[src/rtl/qea_state_reader_if.sv]
// Amplitude stream bundle between the QEA state reader and its sink:
// valid/ready handshake carrying one complex amplitude, its basis index and a last flag.
interface qea_state_reader_if #(
  parameter int DATA_W = 64,
  parameter int IDX_W  = 18
) ();
  logic              o_amp_valid;
  logic              i_amp_ready;
  logic [DATA_W-1:0] o_amp_data;
  logic [IDX_W-1:0]  o_amp_idx;
  logic              o_amp_last;

  modport master (
    output o_amp_valid, o_amp_data, o_amp_idx, o_amp_last,
    input  i_amp_ready
  );

  modport slave (
    input  o_amp_valid, o_amp_data, o_amp_idx, o_amp_last,
    output i_amp_ready
  );
endinterface

[src/rtl/qea_state_reader.sv]
// Sweeps the QEA state RAM after a run and streams every complex amplitude,
// MSB slot of each RAM word first, with its basis-state index and a last flag.
module qea_state_reader #(
  parameter int PE_NUM_WIDTH     = 2,
  parameter int PE_NUM           = 4,
  parameter int DATA_WIDTH       = 32,
  parameter int STATE_DATA_WIDTH = DATA_WIDTH * 2,
  parameter int STATE_ADDR_WIDTH = 16,
  parameter int MAX_QBIT_WIDTH   = 6,
  parameter int RAM_READ_LATENCY = 1
) (
  input  logic                               clk,
  input  logic                               rst_n,
  input  logic                               i_start,
  input  logic [MAX_QBIT_WIDTH-1:0]          i_qbit_num,
  output logic                               o_state_ena,
  output logic                               o_state_wea,
  output logic [STATE_ADDR_WIDTH-1:0]        o_state_addra,
  input  logic [PE_NUM*STATE_DATA_WIDTH-1:0] i_state_dout,
  qea_state_reader_if.master                 amp,
  output logic                               o_busy,
  output logic                               o_done
);

  localparam int WORD_W = PE_NUM * STATE_DATA_WIDTH;
  localparam int IDX_W  = STATE_ADDR_WIDTH + PE_NUM_WIDTH;
  localparam int WAIT_W = (RAM_READ_LATENCY > 1) ? $clog2(RAM_READ_LATENCY) : 1;

  typedef enum logic [2:0] {IDLE, READ, WAIT, EMIT, DONE} state_e;

  state_e                        state_q;
  logic [STATE_ADDR_WIDTH-1:0]   word_q;
  logic [STATE_ADDR_WIDTH-1:0]   last_word_q;
  logic [PE_NUM_WIDTH-1:0]       slot_q;
  logic [WAIT_W-1:0]             wait_q;
  logic [WORD_W-1:0]             buf_q;
  logic                          ena_q;
  logic [STATE_ADDR_WIDTH-1:0]   addr_q;
  logic                          valid_q;
  logic [STATE_DATA_WIDTH-1:0]   data_q;
  logic [IDX_W-1:0]              idx_q;
  logic                          last_q;
  logic                          busy_q;
  logic                          done_q;

  logic [MAX_QBIT_WIDTH-1:0]     nq_d;
  logic [STATE_ADDR_WIDTH:0]     words_d;
  logic [STATE_ADDR_WIDTH-1:0]   last_word_d;
  logic [PE_NUM_WIDTH-1:0]       slot_d;
  logic [STATE_DATA_WIDTH-1:0]   next_data_d;
  logic [STATE_DATA_WIDTH-1:0]   first_data_d;
  logic                          hs;
  logic                          final_slot;
  logic                          final_word;

  // NOTE: every variable assigned in always_comb gets a default first, so no latch is inferred.
  always_comb begin
    nq_d = i_qbit_num;
    if (i_qbit_num < MAX_QBIT_WIDTH'(2)) begin
      nq_d = MAX_QBIT_WIDTH'(2);
    end else if (i_qbit_num > MAX_QBIT_WIDTH'(STATE_ADDR_WIDTH + 2)) begin
      nq_d = MAX_QBIT_WIDTH'(STATE_ADDR_WIDTH + 2);
    end
    words_d     = (STATE_ADDR_WIDTH+1)'(1) << (nq_d - MAX_QBIT_WIDTH'(2));
    last_word_d = STATE_ADDR_WIDTH'(words_d - (STATE_ADDR_WIDTH+1)'(1));
  end

  assign slot_d       = slot_q + PE_NUM_WIDTH'(1);
  assign next_data_d  = buf_q[(PE_NUM - 1 - int'(slot_d)) * STATE_DATA_WIDTH +: STATE_DATA_WIDTH];
  assign first_data_d = i_state_dout[(PE_NUM - 1) * STATE_DATA_WIDTH +: STATE_DATA_WIDTH];
  assign hs           = valid_q && amp.i_amp_ready;
  assign final_slot   = (slot_q == PE_NUM_WIDTH'(PE_NUM - 1));
  assign final_word   = (word_q == last_word_q);

  // NOTE: non-blocking assignments throughout, so every register sees pre-edge values.
  always_ff @(posedge clk or negedge rst_n) begin
    if (!rst_n) begin
      state_q     <= IDLE;
      word_q      <= '0;
      last_word_q <= '0;
      slot_q      <= '0;
      wait_q      <= '0;
      // NOTE: the word buffer is reset as well, so no stale amplitude survives an aborted stream.
      buf_q       <= '0;
      ena_q       <= 1'b0;
      addr_q      <= '0;
      valid_q     <= 1'b0;
      data_q      <= '0;
      idx_q       <= '0;
      last_q      <= 1'b0;
      busy_q      <= 1'b0;
      done_q      <= 1'b0;
    end else begin
      ena_q  <= 1'b0;
      done_q <= 1'b0;
      case (state_q)
        IDLE: begin
          if (i_start) begin
            last_word_q <= last_word_d;
            word_q      <= '0;
            addr_q      <= '0;
            ena_q       <= 1'b1;
            busy_q      <= 1'b1;
            state_q     <= READ;
          end
        end
        READ: begin
          wait_q  <= WAIT_W'(RAM_READ_LATENCY - 1);
          state_q <= WAIT;
        end
        WAIT: begin
          if (wait_q == '0) begin
            buf_q   <= i_state_dout;
            slot_q  <= '0;
            valid_q <= 1'b1;
            data_q  <= first_data_d;
            idx_q   <= {word_q, PE_NUM_WIDTH'(0)};
            last_q  <= 1'b0;
            state_q <= EMIT;
          end else begin
            wait_q <= wait_q - WAIT_W'(1);
          end
        end
        EMIT: begin
          if (hs) begin
            if (final_slot) begin
              valid_q <= 1'b0;
              last_q  <= 1'b0;
              if (final_word) begin
                busy_q  <= 1'b0;
                done_q  <= 1'b1;
                state_q <= DONE;
              end else begin
                word_q  <= word_q + STATE_ADDR_WIDTH'(1);
                addr_q  <= word_q + STATE_ADDR_WIDTH'(1);
                ena_q   <= 1'b1;
                state_q <= READ;
              end
            end else begin
              slot_q <= slot_d;
              data_q <= next_data_d;
              idx_q  <= idx_q + IDX_W'(1);
              last_q <= final_word && (slot_d == PE_NUM_WIDTH'(PE_NUM - 1));
            end
          end
        end
        DONE:    state_q <= IDLE;
        default: state_q <= IDLE;
      endcase
    end
  end

  assign o_state_ena     = ena_q;
  assign o_state_wea     = 1'b0;
  assign o_state_addra   = addr_q;
  assign amp.o_amp_valid = valid_q;
  assign amp.o_amp_data  = data_q;
  assign amp.o_amp_idx   = idx_q;
  assign amp.o_amp_last  = last_q;
  assign o_busy          = busy_q;
  assign o_done          = done_q;

endmodule

[src/flat_wrapper.sv]
// flat-port wrapper written by rule: the top's interface ports become plain ports
module qea_state_reader_flat 
#(
  parameter int PE_NUM_WIDTH     = 2,
  parameter int PE_NUM           = 4,
  parameter int DATA_WIDTH       = 32,
  parameter int STATE_DATA_WIDTH = DATA_WIDTH * 2,
  parameter int STATE_ADDR_WIDTH = 16,
  parameter int MAX_QBIT_WIDTH   = 6,
  parameter int RAM_READ_LATENCY = 1
)
  (clk, rst_n, i_start, i_qbit_num, o_state_ena, o_state_wea, o_state_addra, i_state_dout, o_busy, o_done, amp_o_amp_valid, amp_o_amp_data, amp_o_amp_idx, amp_o_amp_last, amp_i_amp_ready);
  qea_state_reader_if #(.DATA_W((64)), .IDX_W((18))) amp_i ();
  input  logic clk;
  input  logic rst_n;
  input  logic i_start;
  input  logic [MAX_QBIT_WIDTH-1:0] i_qbit_num;
  output logic o_state_ena;
  output logic o_state_wea;
  output logic [STATE_ADDR_WIDTH-1:0] o_state_addra;
  input  logic [PE_NUM*STATE_DATA_WIDTH-1:0] i_state_dout;
  output logic o_busy;
  output logic o_done;
  output wire logic [$bits(amp_i.o_amp_valid)-1:0] amp_o_amp_valid;
  output wire logic [$bits(amp_i.o_amp_data)-1:0] amp_o_amp_data;
  output wire logic [$bits(amp_i.o_amp_idx)-1:0] amp_o_amp_idx;
  output wire logic [$bits(amp_i.o_amp_last)-1:0] amp_o_amp_last;
  input wire logic [$bits(amp_i.i_amp_ready)-1:0] amp_i_amp_ready;
  assign amp_o_amp_valid = amp_i.o_amp_valid;
  assign amp_o_amp_data = amp_i.o_amp_data;
  assign amp_o_amp_idx = amp_i.o_amp_idx;
  assign amp_o_amp_last = amp_i.o_amp_last;
  assign amp_i.i_amp_ready = amp_i_amp_ready;
  qea_state_reader #(.PE_NUM_WIDTH(PE_NUM_WIDTH), .PE_NUM(PE_NUM), .DATA_WIDTH(DATA_WIDTH), .STATE_DATA_WIDTH(STATE_DATA_WIDTH), .STATE_ADDR_WIDTH(STATE_ADDR_WIDTH), .MAX_QBIT_WIDTH(MAX_QBIT_WIDTH), .RAM_READ_LATENCY(RAM_READ_LATENCY)) u_core (.clk(clk), .rst_n(rst_n), .i_start(i_start), .i_qbit_num(i_qbit_num), .o_state_ena(o_state_ena), .o_state_wea(o_state_wea), .o_state_addra(o_state_addra), .i_state_dout(i_state_dout), .amp(amp_i), .o_busy(o_busy), .o_done(o_done));
endmodule
[config.mk]
export PLATFORM = sky130hd
export DESIGN_NAME = qea_state_reader_flat
export DESIGN_NICKNAME = d
export VERILOG_FILES = /design/src/rtl/qea_state_reader_if.sv /design/src/rtl/qea_state_reader.sv /design/src/flat_wrapper.sv
export SDC_FILE = /design/constraint.sdc
export NUM_CORES = 1
export LEC_CHECK = 0
export CORE_ASPECT_RATIO = 0.7
export CORE_MARGIN = 2
export CORE_UTILIZATION = 50
export CTS_CLUSTER_DIAMETER = 200
export DETAILED_ROUTE_END_ITERATION = 7
export MAX_ROUTING_LAYER = met4
export PLACE_DENSITY = 0.79
export SYNTH_ARGS = -nofsm -noshare
export SYNTH_HDL_FRONTEND = slang
export SYNTH_SLANG_ARGS = --single-unit
[constraint.sdc]
create_clock -name clk -period 7.8 [get_ports clk]
set_clock_uncertainty 0.15 [all_clocks]
set_input_delay 1.17 -clock clk [delete_from_list [all_inputs] [get_ports clk]]
set_output_delay 1.17 -clock clk [all_outputs]
set_load 0.01 [all_outputs]
======== Word-level counts from Yosys, hierarchy flattened ========
Cells that the tools add are included.
word-level totals
  logic and storage cells ................. 101
  flip-flop bits (word level) ............. 381
  input port bits ......................... 266
operators by class
  shifts and indexed selects .............. 2
  equality and inequality tests ........... 13
  bitwise operators ....................... 1
  magnitude comparators ................... 2
  reductions and logical operators ........ 14
  $add $sub $neg .......................... 7
  mux-type cells .......................... 49
operators by type and width
  kind                                                            number
  variable part select 256 x 32 -> 64 bit                         1
  two-way mux 64 bit                                              3
  case mux 64 bit (2 select lines)                                1
  two-way mux 16 bit                                              4
  two-way mux 18 bit                                              3
  case mux 18 bit (2 select lines)                                1
  case mux 16 bit (2 select lines)                                1
  two-way mux 1 bit                                               19
  adder 18 x 1 -> 18 bit (second input constant)                  1
  adder 16 x 1 -> 16 bit (second input constant)                  1
  equality test 16 bit                                            1
  << shifter 1 x 6 -> 16 bit (first input constant)               1
  subtractor 16 x 1 -> 16 bit (second input constant)             1
  two-way mux 3 bit                                               5
  two-way mux 6 bit                                               2
  case mux 3 bit (4 select lines)                                 1
  AND reduction 4 bit                                             3
  case mux 1 bit (2 select lines)                                 5
  AND reduction 5 bit                                             2
  inequality test 2 bit (second input constant)                   4
  equality test 3 x 2 -> 1 bit (second input constant)            2
  greater-than comparator 6 x 5 -> 1 bit (second input constant)  1
  less-than comparator 6 x 2 -> 1 bit (second input constant)     1
  two-way mux 2 bit                                               3
  other kinds (14)                                                21

======== Depth between registers and ports, before layout ========
  depth after elaboration ................. 6
  gate-level depth with buffers ........... 15
  mapped depth without buffers ............ 12

======== Worst setup path before layout ========
No wires, ideal clock.
  kind .................................... input -> register
  start ................................... input i_qbit_num[4]
  end ..................................... register u_core.last_word_q[12]
  buffers on the path ..................... 1
  setup slack ............................. 3.807 ns
  stages .................................. 13
  arrival time ............................ 3.706 ns
  data required time ...................... 7.513 ns
  path through ............................ or3_1 and3_1 ha_1 buf_2 xor2_1 nor2_1 o21a_1 nand3_1 ha_1 o31ai_1 nor4_2 mux2i_1 a21oi_1
between the ends
  word-level cells in the longest chain between the ends .. 6
ends and longest elaborated chain
  item                                    line                    RTL
  start: declaration                      flat_wrapper.sv:17      input logic [MAX_QBIT_WIDTH-1:0] i_qbit_num;
  greater-than comparator 6 x 5 -> 1 bit  qea_state_reader.sv:61  end else if (i_qbit_num > MAX_QBIT_WIDTH'(STATE_ADDR_WIDTH + 2)) begin
  two-way mux 6 bit                       qea_state_reader.sv:61
  two-way mux 6 bit *                     qea_state_reader.sv:59  if (i_qbit_num < MAX_QBIT_WIDTH'(2)) begin
  subtractor 6 x 2 -> 6 bit *             qea_state_reader.sv:64  words_d = (STATE_ADDR_WIDTH+1)'(1) << (nq_d - MAX_QBIT_WIDTH'(2));
  << shifter 1 x 6 -> 16 bit *            qea_state_reader.sv:64
  subtractor 16 x 1 -> 16 bit *           qea_state_reader.sv:65  last_word_d = STATE_ADDR_WIDTH'(words_d - (STATE_ADDR_WIDTH+1)'(1));
  end signal: assignment                  qea_state_reader.sv:99  last_word_q <= last_word_d;
  end: declaration                        qea_state_reader.sv:33  logic [STATE_ADDR_WIDTH-1:0] last_word_q;
Every way passes the cells marked *; elsewhere a longest branch is shown, timed or not.
A chain may end at the register's enable or synchronous reset.

======== Worst setup path after layout ========
Ends and elaborated chain as after synthesis.

==> flow_summary.toml <==
[status]
status = "complete, no violations"

[route]
highest-signal-layer = "met4"
wl_met3_um = 3780
m1WireLength_um = 20100
viasPerCell = 5.71
drc = 0
firstDrtPassIters = 5
wl_per_cell_um = 21.1
ant_nets = 0
routed-wl-met2_um = 22000
routed_wl_um = 47200
dr.first_iter.drc_count = 1097
vias = 12800

[cts]
hold_buffers = 0
cts_tree = "done"
insertion_delay_ps = 530
cts_resized = 0
cts_buffer_depth = 3
clockRootBuffer = "clkbuf_16"
cts_setup_buffers = 0
cts.sinks = 380
clk_pin_slew_worst_paths_ps = 60
cts_buffers = 39
htreeDepth = 2

[worst_setup_path]
cp-start-kind = "input port"
critPathTopFamily = "simple AND/OR/NAND/NOR gates"
critPathBufInv = 1
criticalPathCategory = "input port to flip-flop"
crit_fanout = 20
cp.arrival_ps = 5180
required_ps = 8040
worst_setup_path_end_kind = "flip-flop"
cpPeakStageDelay_ps = 780
reg2reg_setup_slack_ps = 4530
critical-path-slowest-cell = "clkdlybuf4s50_1"
crit_path_cell_trace = "clkdlybuf4s50_1 > or3_1 > and3_1 > ha_1 > nor2b_1 > o21a_1 > nand3_1 > ha_1 > o31ai_1 > nor4_2 > mux2i_1 > a21oi_1"
crit_path_frequent_cell = "ha_1"

[power]
powerDensity_nw_per_um2 = 371
p_leak_nw = 9.44
irDropWorstVdd_mv = 0.335

[layout]
nets = 2009
drive_gt1_frac = 0.232
syn_to_final_growth_pct = 29.4
fillCellCount = 2595

[global_routing]
antenna_found_initial = 5
overflow = 0
grt_pass1_vias = 13200
grt_max_degree = 169
grtUsageTotal = 0.267
grt_pass1_wl_um = 74900

[synthesis]
synth_warnings = 0
synth_cell_types = 62
async_reset_ff_frac = 1.00
netlist_instances = 1419
syn_area_um2 = 17600
ys.flop_type = "dfrtp_1"
syn_nets = 1691
syn_area_per_cell_um2 = 12.4
yosys_register_bits = 380
ys_seq_area_frac = 0.541
synth_edf_count = 0

[sta]
rsz0062_at_grt = "no"
tightest_slew_ps = 1120
finalHoldViolCount = 0
finalMaxSlewViolations = 0
max_freq_mhz = 202
setup_viol = 0
post-route-period-util = 0.634
setup_slack_ps = 2860
setup_tns_ps = 0
slew_headroom = 0.252
period_minus_slack_ps = 4940

[place]
port_buffers = 368
hpwl_um = 31200
preCtsSetupSlack_ps = 2360
gp_congestion = 0.869

[floorplan]
row_count = 57
die_x_um = 228
die_h_um = 161
die_area_um2 = 36700
coreArea_um2 = 34700
initial_core_util = 0.507
top_level_ports = 370

[flow_run]
maxCapViolCount = 0

[hold_path]
holdCritPathClass = "flip-flop to flip-flop"
[cell families after synthesis]
family                     synth area share
AOI/OAI and AO/OA                    0.0711
xor gates and xnor gates            0.00947
adders and majority gates           0.00427
buffers and inverters                0.0291
DFF                                   0.541
muxes                                 0.248
other                              0.000213
and+or+nand+nor                      0.0967
[layer usage]
layer  vias up  track usage
met1      6499        0.354
met3        87       0.0760
met4         0       0.0808
li1       5780            -
met2       420        0.402
met5         -            -
[report_power, final]
part / leakage, nW / internal (mW) / total, mW / switching [mW]
Clock: 0.585 / 1.00 / 1.77 / 0.766
Combinational: 4.19 / 1.90 / 3.27 / 1.37
Sequential: 4.66 / 2.85 / 3.40 / 0.550
[path summary, 6_finish.rpt]
kind	cells past startpoint	endpoint	startpoint
max	12	u_core.last_word_q[12]	i_qbit_num[4]
min	1	u_core.buf_q[171]	u_core.buf_q[171]
max reg2reg	7	u_core.amp.o_amp_data[21]	u_core.state_q[1]
min reg2reg	1	u_core.buf_q[171]	u_core.buf_q[171]
max in group asynchronous	2	u_core.slot_q[0]	rst_n
min in group asynchronous	1	u_core.amp.o_amp_data[37]	rst_n
[cells in the final DEF, fill, tap and decap left out, drive strengths merged, types with 6 or more instances in the layout]
master and instances:
a21oi 49, a31oi 67, and3 6, buf 12
clkbuf 58, clkdlybuf4s50 367, clkinv 6, dfrtp 380
ha 6, inv 13, mux2 256, mux4 64
nand2 181, nand3 23, nand4 6, nor2 90
nor3 9, nor4 12, o21ai 41, o22ai 8
o31ai 11, or3 6, or4 10, xor2 18
[sequential cells by signal, summed over array words and instances (netlist names)]
signal	flops
u_core.amp.o_amp_valid	1
u_core.o_done	1
u_core.buf_q	256
u_core.amp.o_amp_last	1
u_core.o_busy	1
u_core.state_q	3
u_core.o_state_ena	1
u_core.o_state_addra	16
u_core.amp.o_amp_idx	18
u_core.slot_q	2
u_core.last_word_q	16
u_core.amp.o_amp_data	64
[synth_stat cells (all sizes together) (2+ instances only)]
cell     number  area share
a2bb2oi       2      0.0010
mux4         64       0.082
clkbuf       53       0.011
a31oi        67       0.024
nand2       181       0.039
or3           6      0.0021
dfrtp       380        0.54
nand3b        3      0.0013
a22oi         2     0.00085
nor4         12      0.0050
mux2i         3      0.0017
a2111oi       2      0.0010
or4          10      0.0043
nor2b         5      0.0018
buf          49       0.015
nand4         6      0.0021
nand3        23      0.0066
o22ai         8      0.0028
xor2         18      0.0090
and2          2     0.00071
nand2b        5      0.0018
o31ai        11      0.0053
inv          12      0.0026
nor2         90       0.019
or2           3      0.0011
and3          6      0.0021
o21a          3      0.0013
o21ai        41       0.012
nor4b         4      0.0020
mux2        256        0.16
a21o          4      0.0017
a21oi        49       0.015
ha            6      0.0043
and4          4      0.0020
nor3          9      0.0028
nor3b         3      0.0013
[per-stage QoR]
stage          hold slack (ps)  area (um2)  power, mW  instances  utilization
2_1_floorplan              305       17600       5.46       1419            -
3_5_place_dp               340       21500       6.70       2168        0.621
4_1_cts                    354       22700       8.50       2233        0.655
6_report                   350       22700       8.44       2238        0.656
3_3_place_gp               326       21500       6.56       2168        0.621
5_1_grt                    362       22700       8.94       2238        0.656
[area by class of cell]
| cell class | count | area [um2] | area share |
|---|---|---|---|
| flip-flops and latches | 380 | 9510 | 0.419 |
| multi-input cells | 925 | 7590 | 0.334 |
| repair buffers | 379 | 3800 | 0.167 |
| clock buffers | 58 | 1140 | 0.0500 |
| well taps | 472 | 591 | 0.0260 |
| inverters | 12 | 45.0 | 0.00198 |
| clock inverters | 7 | 38.8 | 0.00171 |
| diodes | 5 | 12.5 | 0.000551 |
Power figures use the tool's default switching activity.
